File: src/rtl/clk_freq_gate_ctrl_pkg.sv
// Shared types and defaults for the clock-frequency gate-window controller.
// The FSM state encoding and the parameter defaults live here.
package clk_freq_pkg;

  typedef enum logic [1:0] {
    IDLE  = 2'd0,
    ARM   = 2'd1,
    COUNT = 2'd2
  } state_t;

  localparam int unsigned CntWidthDefault = 32;
  localparam int unsigned TimeoutDefault  = 32'h0FFF_FFFF;

endpackage

File: src/rtl/clk_freq_gate_ctrl_if.sv
// Control and result signals between the tick source, the controller and the register block.
// The controller uses the slave modport. Its driver uses the master modport.
interface clk_freq_gate_ctrl_if
  import clk_freq_pkg::*;
#(
  parameter int unsigned C_CNT_WIDTH = CntWidthDefault
);

  logic                   enable;
  logic                   ref_tick;
  logic [C_CNT_WIDTH-1:0] freq_count;
  logic                   freq_valid;
  logic [7:0]             meas_seq;
  logic                   timeout;
  logic                   busy;

  modport master (
    output enable, ref_tick,
    input  freq_count, freq_valid, meas_seq, timeout, busy
  );

  modport slave (
    input  enable, ref_tick,
    output freq_count, freq_valid, meas_seq, timeout, busy
  );

endinterface

File: src/rtl/clk_freq_gate_ctrl_tick_detect.sv
// Rising-edge detector for the already-synchronised reference tick.
// The history register resets high, so a tick that is held high through reset does not produce an edge.
module clk_freq_tick_detect (
  input  logic user_clk,
  input  logic user_rst_n,
  input  logic ref_tick_i,
  output logic tick_edge_o
);

  logic tick_q;

  always_ff @(posedge user_clk) begin
    if (!user_rst_n) tick_q <= 1'b1;
    else             tick_q <= ref_tick_i;
  end

  assign tick_edge_o = ref_tick_i & ~tick_q;

endmodule

File: src/rtl/clk_freq_gate_ctrl.sv
// Counts user_clk cycles between rising edges of the reference tick.
// Publishes the period, a sequence number and timeout status for the register block.
module clk_freq_gate_ctrl
  import clk_freq_pkg::*;
#(
  parameter int unsigned C_CNT_WIDTH = CntWidthDefault,
  parameter int unsigned C_TIMEOUT   = TimeoutDefault
) (
  input  logic                 user_clk,
  input  logic                 user_rst_n,
  clk_freq_gate_ctrl_if.slave  bus
);

  localparam logic [C_CNT_WIDTH-1:0] TimeoutLast = C_CNT_WIDTH'(C_TIMEOUT - 1);

  state_t                 state_q, state_d;
  logic [C_CNT_WIDTH-1:0] cnt_q, cnt_d;
  logic [C_CNT_WIDTH-1:0] freq_count_q, freq_count_d;
  logic                   freq_valid_q, freq_valid_d;
  logic [7:0]             meas_seq_q, meas_seq_d;
  logic                   timeout_q, timeout_d;
  logic                   tick_edge;
  logic                   cnt_expired;

  clk_freq_tick_detect u_tick_detect (
    .user_clk    (user_clk),
    .user_rst_n  (user_rst_n),
    .ref_tick_i  (bus.ref_tick),
    .tick_edge_o (tick_edge)
  );

  assign cnt_expired = (cnt_q == TimeoutLast);

  always_ff @(posedge user_clk) begin
    if (!user_rst_n) state_q <= IDLE;
    else             state_q <= state_d;
  end

  // Disabling beats everything; a tick edge beats a simultaneous timeout.
  always_comb begin
    state_d = state_q;
    if (!bus.enable) begin
      state_d = IDLE;
    end else begin
      unique case (state_q)
        IDLE:    state_d = ARM;
        ARM:     if (tick_edge) state_d = COUNT;
        COUNT:   if (!tick_edge && cnt_expired) state_d = ARM;
        default: state_d = IDLE;
      endcase
    end
  end

  always_comb begin
    cnt_d        = '0;
    freq_count_d = freq_count_q;
    freq_valid_d = 1'b0;
    meas_seq_d   = meas_seq_q;
    timeout_d    = timeout_q;
    if (bus.enable && (state_q == ARM || state_q == COUNT)) begin
      if (tick_edge) begin
        if (state_q == COUNT) begin
          freq_count_d = cnt_q + 1'b1;
          freq_valid_d = 1'b1;
          meas_seq_d   = meas_seq_q + 8'd1;
          timeout_d    = 1'b0;
        end
      end else if (cnt_expired) begin
        freq_count_d = '0;
        timeout_d    = 1'b1;
      end else begin
        cnt_d = cnt_q + 1'b1;
      end
    end
  end

  always_ff @(posedge user_clk) begin
    if (!user_rst_n) begin
      cnt_q        <= '0;
      freq_count_q <= '0;
      freq_valid_q <= 1'b0;
      meas_seq_q   <= 8'd0;
      timeout_q    <= 1'b0;
    end else begin
      cnt_q        <= cnt_d;
      freq_count_q <= freq_count_d;
      freq_valid_q <= freq_valid_d;
      meas_seq_q   <= meas_seq_d;
      timeout_q    <= timeout_d;
    end
  end

  assign bus.freq_count = freq_count_q;
  assign bus.freq_valid = freq_valid_q;
  assign bus.meas_seq   = meas_seq_q;
  assign bus.timeout    = timeout_q;
  assign bus.busy       = (state_q == ARM) || (state_q == COUNT);

endmodule

File: src/flat_wrapper.sv
// flat-port wrapper written by rule: the top's interface ports become plain ports
module clk_freq_gate_ctrl_flat import clk_freq_pkg::*;
#(
  parameter int unsigned C_CNT_WIDTH = CntWidthDefault,
  parameter int unsigned C_TIMEOUT   = TimeoutDefault
)
  (user_clk, user_rst_n, bus_enable, bus_ref_tick, bus_freq_count, bus_freq_valid, bus_meas_seq, bus_timeout, bus_busy);
  clk_freq_gate_ctrl_if #(.C_CNT_WIDTH(C_CNT_WIDTH)) bus_i ();
  input  logic user_clk;
  input  logic user_rst_n;
  input wire logic [$bits(bus_i.enable)-1:0] bus_enable;
  input wire logic [$bits(bus_i.ref_tick)-1:0] bus_ref_tick;
  output wire logic [$bits(bus_i.freq_count)-1:0] bus_freq_count;
  output wire logic [$bits(bus_i.freq_valid)-1:0] bus_freq_valid;
  output wire logic [$bits(bus_i.meas_seq)-1:0] bus_meas_seq;
  output wire logic [$bits(bus_i.timeout)-1:0] bus_timeout;
  output wire logic [$bits(bus_i.busy)-1:0] bus_busy;
  assign bus_i.enable = bus_enable;
  assign bus_i.ref_tick = bus_ref_tick;
  assign bus_freq_count = bus_i.freq_count;
  assign bus_freq_valid = bus_i.freq_valid;
  assign bus_meas_seq = bus_i.meas_seq;
  assign bus_timeout = bus_i.timeout;
  assign bus_busy = bus_i.busy;
  clk_freq_gate_ctrl #(.C_CNT_WIDTH(C_CNT_WIDTH), .C_TIMEOUT(C_TIMEOUT)) u_core (.user_clk(user_clk), .user_rst_n(user_rst_n), .bus(bus_i));
endmodule
File: config.mk
export PLATFORM = sky130hd
export DESIGN_NAME = clk_freq_gate_ctrl_flat
export DESIGN_NICKNAME = d
export VERILOG_FILES = /design/src/rtl/clk_freq_gate_ctrl_pkg.sv /design/src/rtl/clk_freq_gate_ctrl_if.sv /design/src/rtl/clk_freq_gate_ctrl_tick_detect.sv /design/src/rtl/clk_freq_gate_ctrl.sv /design/src/flat_wrapper.sv
export SDC_FILE = /design/constraint.sdc
export NUM_CORES = 1
export LEC_CHECK = 0
export ABC_AREA = 0
export BUFFER_PORTS_ARGS = -buffer_cell sky130_fd_sc_hd__buf_2
export CORE_MARGIN = 3
export CORE_UTILIZATION = 59
export CTS_BUF_LIST = sky130_fd_sc_hd__clkbuf_4
export DETAILED_ROUTE_END_ITERATION = 10
export PLACE_DENSITY = 0.82
export SETUP_SLACK_MARGIN = 0.15
export SYNTH_ARGS = -nofsm -noshare
export SYNTH_HDL_FRONTEND = slang
export SYNTH_SLANG_ARGS = --single-unit
File: constraint.sdc
create_clock -name user_clk -period 2.55 [get_ports user_clk]
set_clock_uncertainty 0.2 [all_clocks]
set_input_delay 0.6375 -clock user_clk [delete_from_list [all_inputs] [get_ports user_clk]]
set_output_delay 0.6375 -clock user_clk [all_outputs]
set_load 0.05 [all_outputs]
Word level (Yosys, flattened, before mapping)
Cells that the tools add are included.
Word-level totals
  input port bits: 4
  bits in registers: 77
  output and inout port bits: 43
  word-level logic and storage cells: 41
Cells by class
  add/subtract/negate cells: 2
  reduce and logical (&&, ||, !) cells: 12
  muxes and demuxes: 10
  bitwise operators: 4
  eq/ne operators: 6
Operator list (number)
  $mux 32: 3
  $add 32x1->32 const B: 1
  $eq 32x28->1 const B: 1
  $reduce_and 3->1: 3
  $add 8x1->8 const B: 1
  $pmux 2 s3: 1
  $mux 1: 4
  $mux 2: 2
  $ne 2x1->1 const B: 2
  $reduce_and 2->1: 2
  $reduce_or 4->1: 1
  $not 1->1: 3
  $eq 2x1->1 const B: 1
  $eq 2x2->1 const B: 1
  $logic_and 1x1->1: 2
  $logic_not 2->1: 1
  $ne 2x2->1 const B: 1
  $reduce_bool 2->1: 1
  $and 1x1->1: 1
  $logic_not 1->1: 1
  $logic_or 1x1->1: 1

Depth between registers and ports, before layout
  word-level depth: 6
  depth in mapped cells: 10

Cells and area by module
Synthesis repeated with hierarchy kept, for this count alone.
Second synthesis, totals
  cell total of the unflattened synthesis: 302
  area total of the unflattened synthesis: 3062.9 µm²
By module, submodules not included
  clk_freq_gate_ctrl: area an instance 3022.9 µm², seq. area each 1521.5 µm², cells an instance 299, times used 1
  clk_freq_tick_detect: area an instance 40.0 µm², seq. area each 20.0 µm², cells an instance 3, times used 1

Least setup slack after synthesis
Ideal clock, no wire load.
  path type: reg2reg
  from: register u_core.state_q[0]
  to: register u_core.freq_count_q[21], in the netlist u_core.bus.freq_count[21]
  cell stages (with the launch flop): 11
  slack: 0.267 ns
  arrival: 2.012 ns
  path through: dfxtp_1 inv_1 ha_1 and4b_1 clkbuf_1 and2_1 a41oi_1 and2_1 clkbuf_1 buf_2 o2bb2ai_1
On the way
  word-level cells in the longest chain between the ends: 4
  elaborated cells on any way between the ends: 6
  classes of those cells: eq/ne: 3; reduce/logical: 3
Ends and longest elaborated chain
  start: declaration: RTL line clk_freq_gate_ctrl.sv:16  | state_t state_q, state_d;
  start signal: assignment: RTL line clk_freq_gate_ctrl.sv:36  | else state_q <= state_d;
  $eq 2x1->1 or $eq 2x2->1 (tied branches): RTL line clk_freq_gate_ctrl.sv:60, clk_freq_gate_ctrl.sv:62
  $logic_or 1x1->1: RTL line clk_freq_gate_ctrl.sv:60  | if (bus.enable && (state_q == ARM || state_q == COUNT)) begin
  $logic_and 1x1->1: RTL line clk_freq_gate_ctrl.sv:60
  $reduce_and 3->1 (no line) *
  end signal: assignment: RTL line clk_freq_gate_ctrl.sv:86  | freq_count_q <= freq_count_d;
  end: declaration: RTL line clk_freq_gate_ctrl.sv:18  | logic [C_CNT_WIDTH-1:0] freq_count_q, freq_count_d;
Mark *: on every way between the ends. The rest lies on a longest branch, timed or not.
A chain may end at the register's enable or synchronous reset.

Final worst setup path
  from: register u_core.cnt_q[0]
  to: register u_core.freq_count_q[12], in the netlist u_core.bus.freq_count[12]
On the way
  word-level cells in the longest chain between the ends: 3
  elaborated cells on any way between the ends: 6
  classes of those cells: add/sub: 1; eq/ne: 1; mux: 2; reduce/logical: 2
Ends and longest elaborated chain
  start: declaration: RTL line clk_freq_gate_ctrl.sv:17  | logic [C_CNT_WIDTH-1:0] cnt_q, cnt_d;
  start signal: assignment: RTL line clk_freq_gate_ctrl.sv:85  | cnt_q <= cnt_d;
  $add 32x1->32 or $eq 32x28->1 (tied branches): RTL line clk_freq_gate_ctrl.sv:63, clk_freq_gate_ctrl.sv:32
  $mux 32 or $reduce_bool 2->1 (tied branches)
  $mux 32 or $reduce_and 3->1 (tied branches)
Several ways; a longest one is shown, not always the timed one. The select of a mux whose other input is x is not followed.

==> metrics.yaml <==
finish:
  area_delta_synth_final_pct: 20.63
  finalNetCount: 417
  drive_gt1_frac: 0.2190
  fill_cells: 380
  num_antenna_cells: 0
  regArea_sq_um: 1544
  fin_area_sq_um: 3862
  multi_input_area_sq_um: 1595
worst_setup_path:
  startpoint_type: "flop"
  crit_required_ns: 2.72
  r2r-start: "u_core.cnt_q[0]"
  critPathSlowestCell: "or4b_4"
  slowest_delay_ns: 0.47
  cp-end-kind: "flop"
  cp.arrival_ns: 2.61
  path_max_fanout: 11
  criticalPathCategory: "flop to flop"
  cp_cell_sequence: "inv_1 -> ha_1 -> or4b_4 -> nor4_4 -> a41oi_4 -> buf_12 -> or3_1 -> a21boi_1"
  critPathLaunch: "u_core.cnt_q[0]"
synthesis:
  synth_fa_ha_area_frac: 0.02345
  ys.flop_type: "dfxtp_1"
  synthMuxAreaShare: 0.003126
  synth_common_cells: "77 x dfxtp_1, 38 x nor2_1, 31 x nand3_1, 24 x xor2_1, 20 x nand2_1"
  yosys.cell_types.count: 36
  ys_warn_count: 0
  synth_most_common_cell: "dfxtp_1"
  avgSynthCellArea_sq_um: 9.227
  syn_nets: 357
  synth_edf_count: 0
  yosys-top-cells-area: "dfxtp_1 48%, xor2_1 6.6%, nand3_1 4.8%, nor2_1 4.5%, o2bb2ai_1 3.8%"
  synth_top_family_by_area: "simple AND/OR/NAND/NOR gates"
  synth-simple-area-share: 0.2610
  synth_top_area_frac: 0.4814
  yosysTopAreaCell: "dfxtp_1"
  synthCells: 347
  async_flop_share: 0
  synth_xor_area_frac: 0.09848
  seq_area_frac_synth: 0.4814
  synth-compound-area-share: 0.1020
  syn_area_sq_um: 3202
  ys_ff_latch: 77
route:
  detail-route-antenna-nets: 0
  first_pass_iters: 4
  drt-total-wl_um: 6824
  wl_per_cell_um: 14.19
  viasPerCell: 5.561
  drc: 0
  drt_iter0_drc: 125
  vias: 2675
floorplanning:
  core_sq_um: 5172
  placementRows: 26
  dieArea_sq_um: 6347
  die_h_um: 79.67
  initial_core_util: 0.6190
  die_x_um: 79.67
  io_pins: 47
timing:
  fin_crit_ns: 2.432
  hold_slack_ns: 0.2217
  setup_viol: 0
  rsz0062_at_grt: "true"
  slew_headroom: 0.6169
  slew_violations: 0
  hold_violations: 0
  fmax_ghz: 0.4112
  tns_ns: 0
  max_slew.worst_pin.slew_ns: 0.5730
  fin_crit_sh: 0.9537
placement:
  dpl_cell_area_sq_um: 3597
  gp_congestion: 0.7919
  hpwlAfterDp_um: 4591
  port_buffers: 46
run:
  max_cap_violations: 0
clocking:
  numClockSinks: 77
  clk_pin_slew_ns: 0.11
  htree_num_levels: 3
  clockRootBuffer: "clkbuf_4"
  tritoncts.num_buffers: 9
  clock_latency_ns: 0.44
  hold_buffers: 0
  cts_tree: "built"
  clockBufferDepth: 2
grt:
  grt_pass1_wl_um: 11170
  grt-ovfl-total: 0
  grt_antenna_before_repair: 0
  grt.total_usage: 0.2241
  grt_max_degree: 33
  grt_pass1_vias: 2492
pwr:
  leakagePower_uw: 0.001516
  ir_drop_mv: 0.4600
  power_uw: 2164
  p_per_area_nw_per_um2: 560.2
hold_path:
  hold_class: "input port to flop"
  hold_start: "bus_ref_tick"
run_status:
  status: "completed"
## per-layer routing
layer / up-vias / GRT usage / part of all wire / wire [um]
met2: 54 / 0.3631 / 0.47 / 3224
met4: 0 / 0.06873 / 0.015 / 102
met5: - / 0 / 0 / 0
met1: 1274 / 0.2793 / 0.46 / 3166
li1: 1335 / - / - / -
met3: 12 / 0.07901 / 0.049 / 331
## worst max-delay path: cells and delay by family (launching register included)
family	cells	cell delay (ns)
and+or+nand+nor	3	1.09
DFF	1	0.36
AOI/OAI and AO/OA	2	0.35
buffers and inverters	2	0.24
adders and majority gates	1	0.13
## flip-flops by register name, summed over array words and instances (netlist names)
register,cells
u_core.bus.freq_count,32
u_core.cnt_q,32
u_core.bus.meas_seq,8
u_core.state_q,2
u_core.bus.freq_valid,1
u_core.bus.timeout,1
u_core.u_tick_detect.tick_q,1
## cells in the final DEF, fill, tap and decap left out, types with 3 or more instances in the layout
| master | synthesis | final |
|---|---|---|
| o2bb2ai_1 | 14 | 14 |
| clkbuf_4 | 0 | 10 |
| bufinv_16 | 0 | 3 |
| xnor2_1 | 12 | 12 |
| buf_2 | 3 | 45 |
| or3_1 | 6 | 6 |
| dfxtp_1 | 77 | 75 |
| a21boi_1 | 6 | 6 |
| buf_4 | 0 | 17 |
| nor2_1 | 38 | 38 |
| nor3_1 | 9 | 9 |
| a21oi_1 | 9 | 9 |
| xor2_1 | 24 | 24 |
| a21boi_0 | 3 | 3 |
| nor4_1 | 3 | 3 |
| nand4_1 | 15 | 15 |
| o31ai_1 | 4 | 4 |
| nand2_1 | 20 | 20 |
| inv_1 | 8 | 8 |
| ha_1 | 6 | 6 |
| nor2b_1 | 9 | 9 |
| clkinvlp_4 | 0 | 3 |
| and2_1 | 11 | 10 |
| and4_1 | 3 | 3 |
| and3_1 | 6 | 6 |
| nand3_1 | 31 | 31 |
## metrics by stage
| stage | setup WS (ns) | util | std cells |
|---|---|---|---|
| floorplan | 0.2665 | - | 347 |
| global placement | 0.1778 | 0.6955 | 461 |
| detailed placement | 0.09350 | 0.6955 | 461 |
| CTS | 0.1805 | 0.7351 | 478 |
| global route | 0.03973 | 0.7467 | 481 |
| finish | 0.1180 | 0.7467 | 481 |
## where the power goes
group          leakage (uW)  switching [uW]  total, uW  internal, uW
logic              0.000810            33.4       52.0          18.6
clock network     0.0000842             415        905           490
registers          0.000621            1.82       1210          1200
## final cells by class
type	instances	share of cell area
Multi-Input combinational cell	245	0.4130
Sequential cell	77	0.3997
Timing Repair Buffer	66	0.1101
Clock inverter	6	0.02915
Tap cell	70	0.02268
Clock buffer	9	0.01749
Inverter	8	0.007775
## cell families after synthesis
logic type | count (synthesis)
flip-flops | 77
multiplexers | 1
adder cells (fa/ha/maj) | 6
AO/OA/AOI/OAI | 44
XOR/XNOR | 36
AND/OR/NAND/NOR | 158
buffers and inverters | 25
## repair_timing
action	in CTS	in global routing
gates resized for setup	2	5
endpoints found under the setup margin	21	13
buffers inserted	2	2
cloned	0	1
pin swaps	1	3
## worst paths after layout
path | endpoint | slack, ns | depth (start not counted)
min | u_core.u_tick_detect.tick_q | 0.22 | 2
max | u_core.bus.freq_count[12] | 0.12 | 8
min reg2reg | u_core.bus.freq_count[6] | 0.26 | 2
max reg2reg | u_core.bus.freq_count[12] | 0.12 | 8
Power figures use the tool's default switching activity.
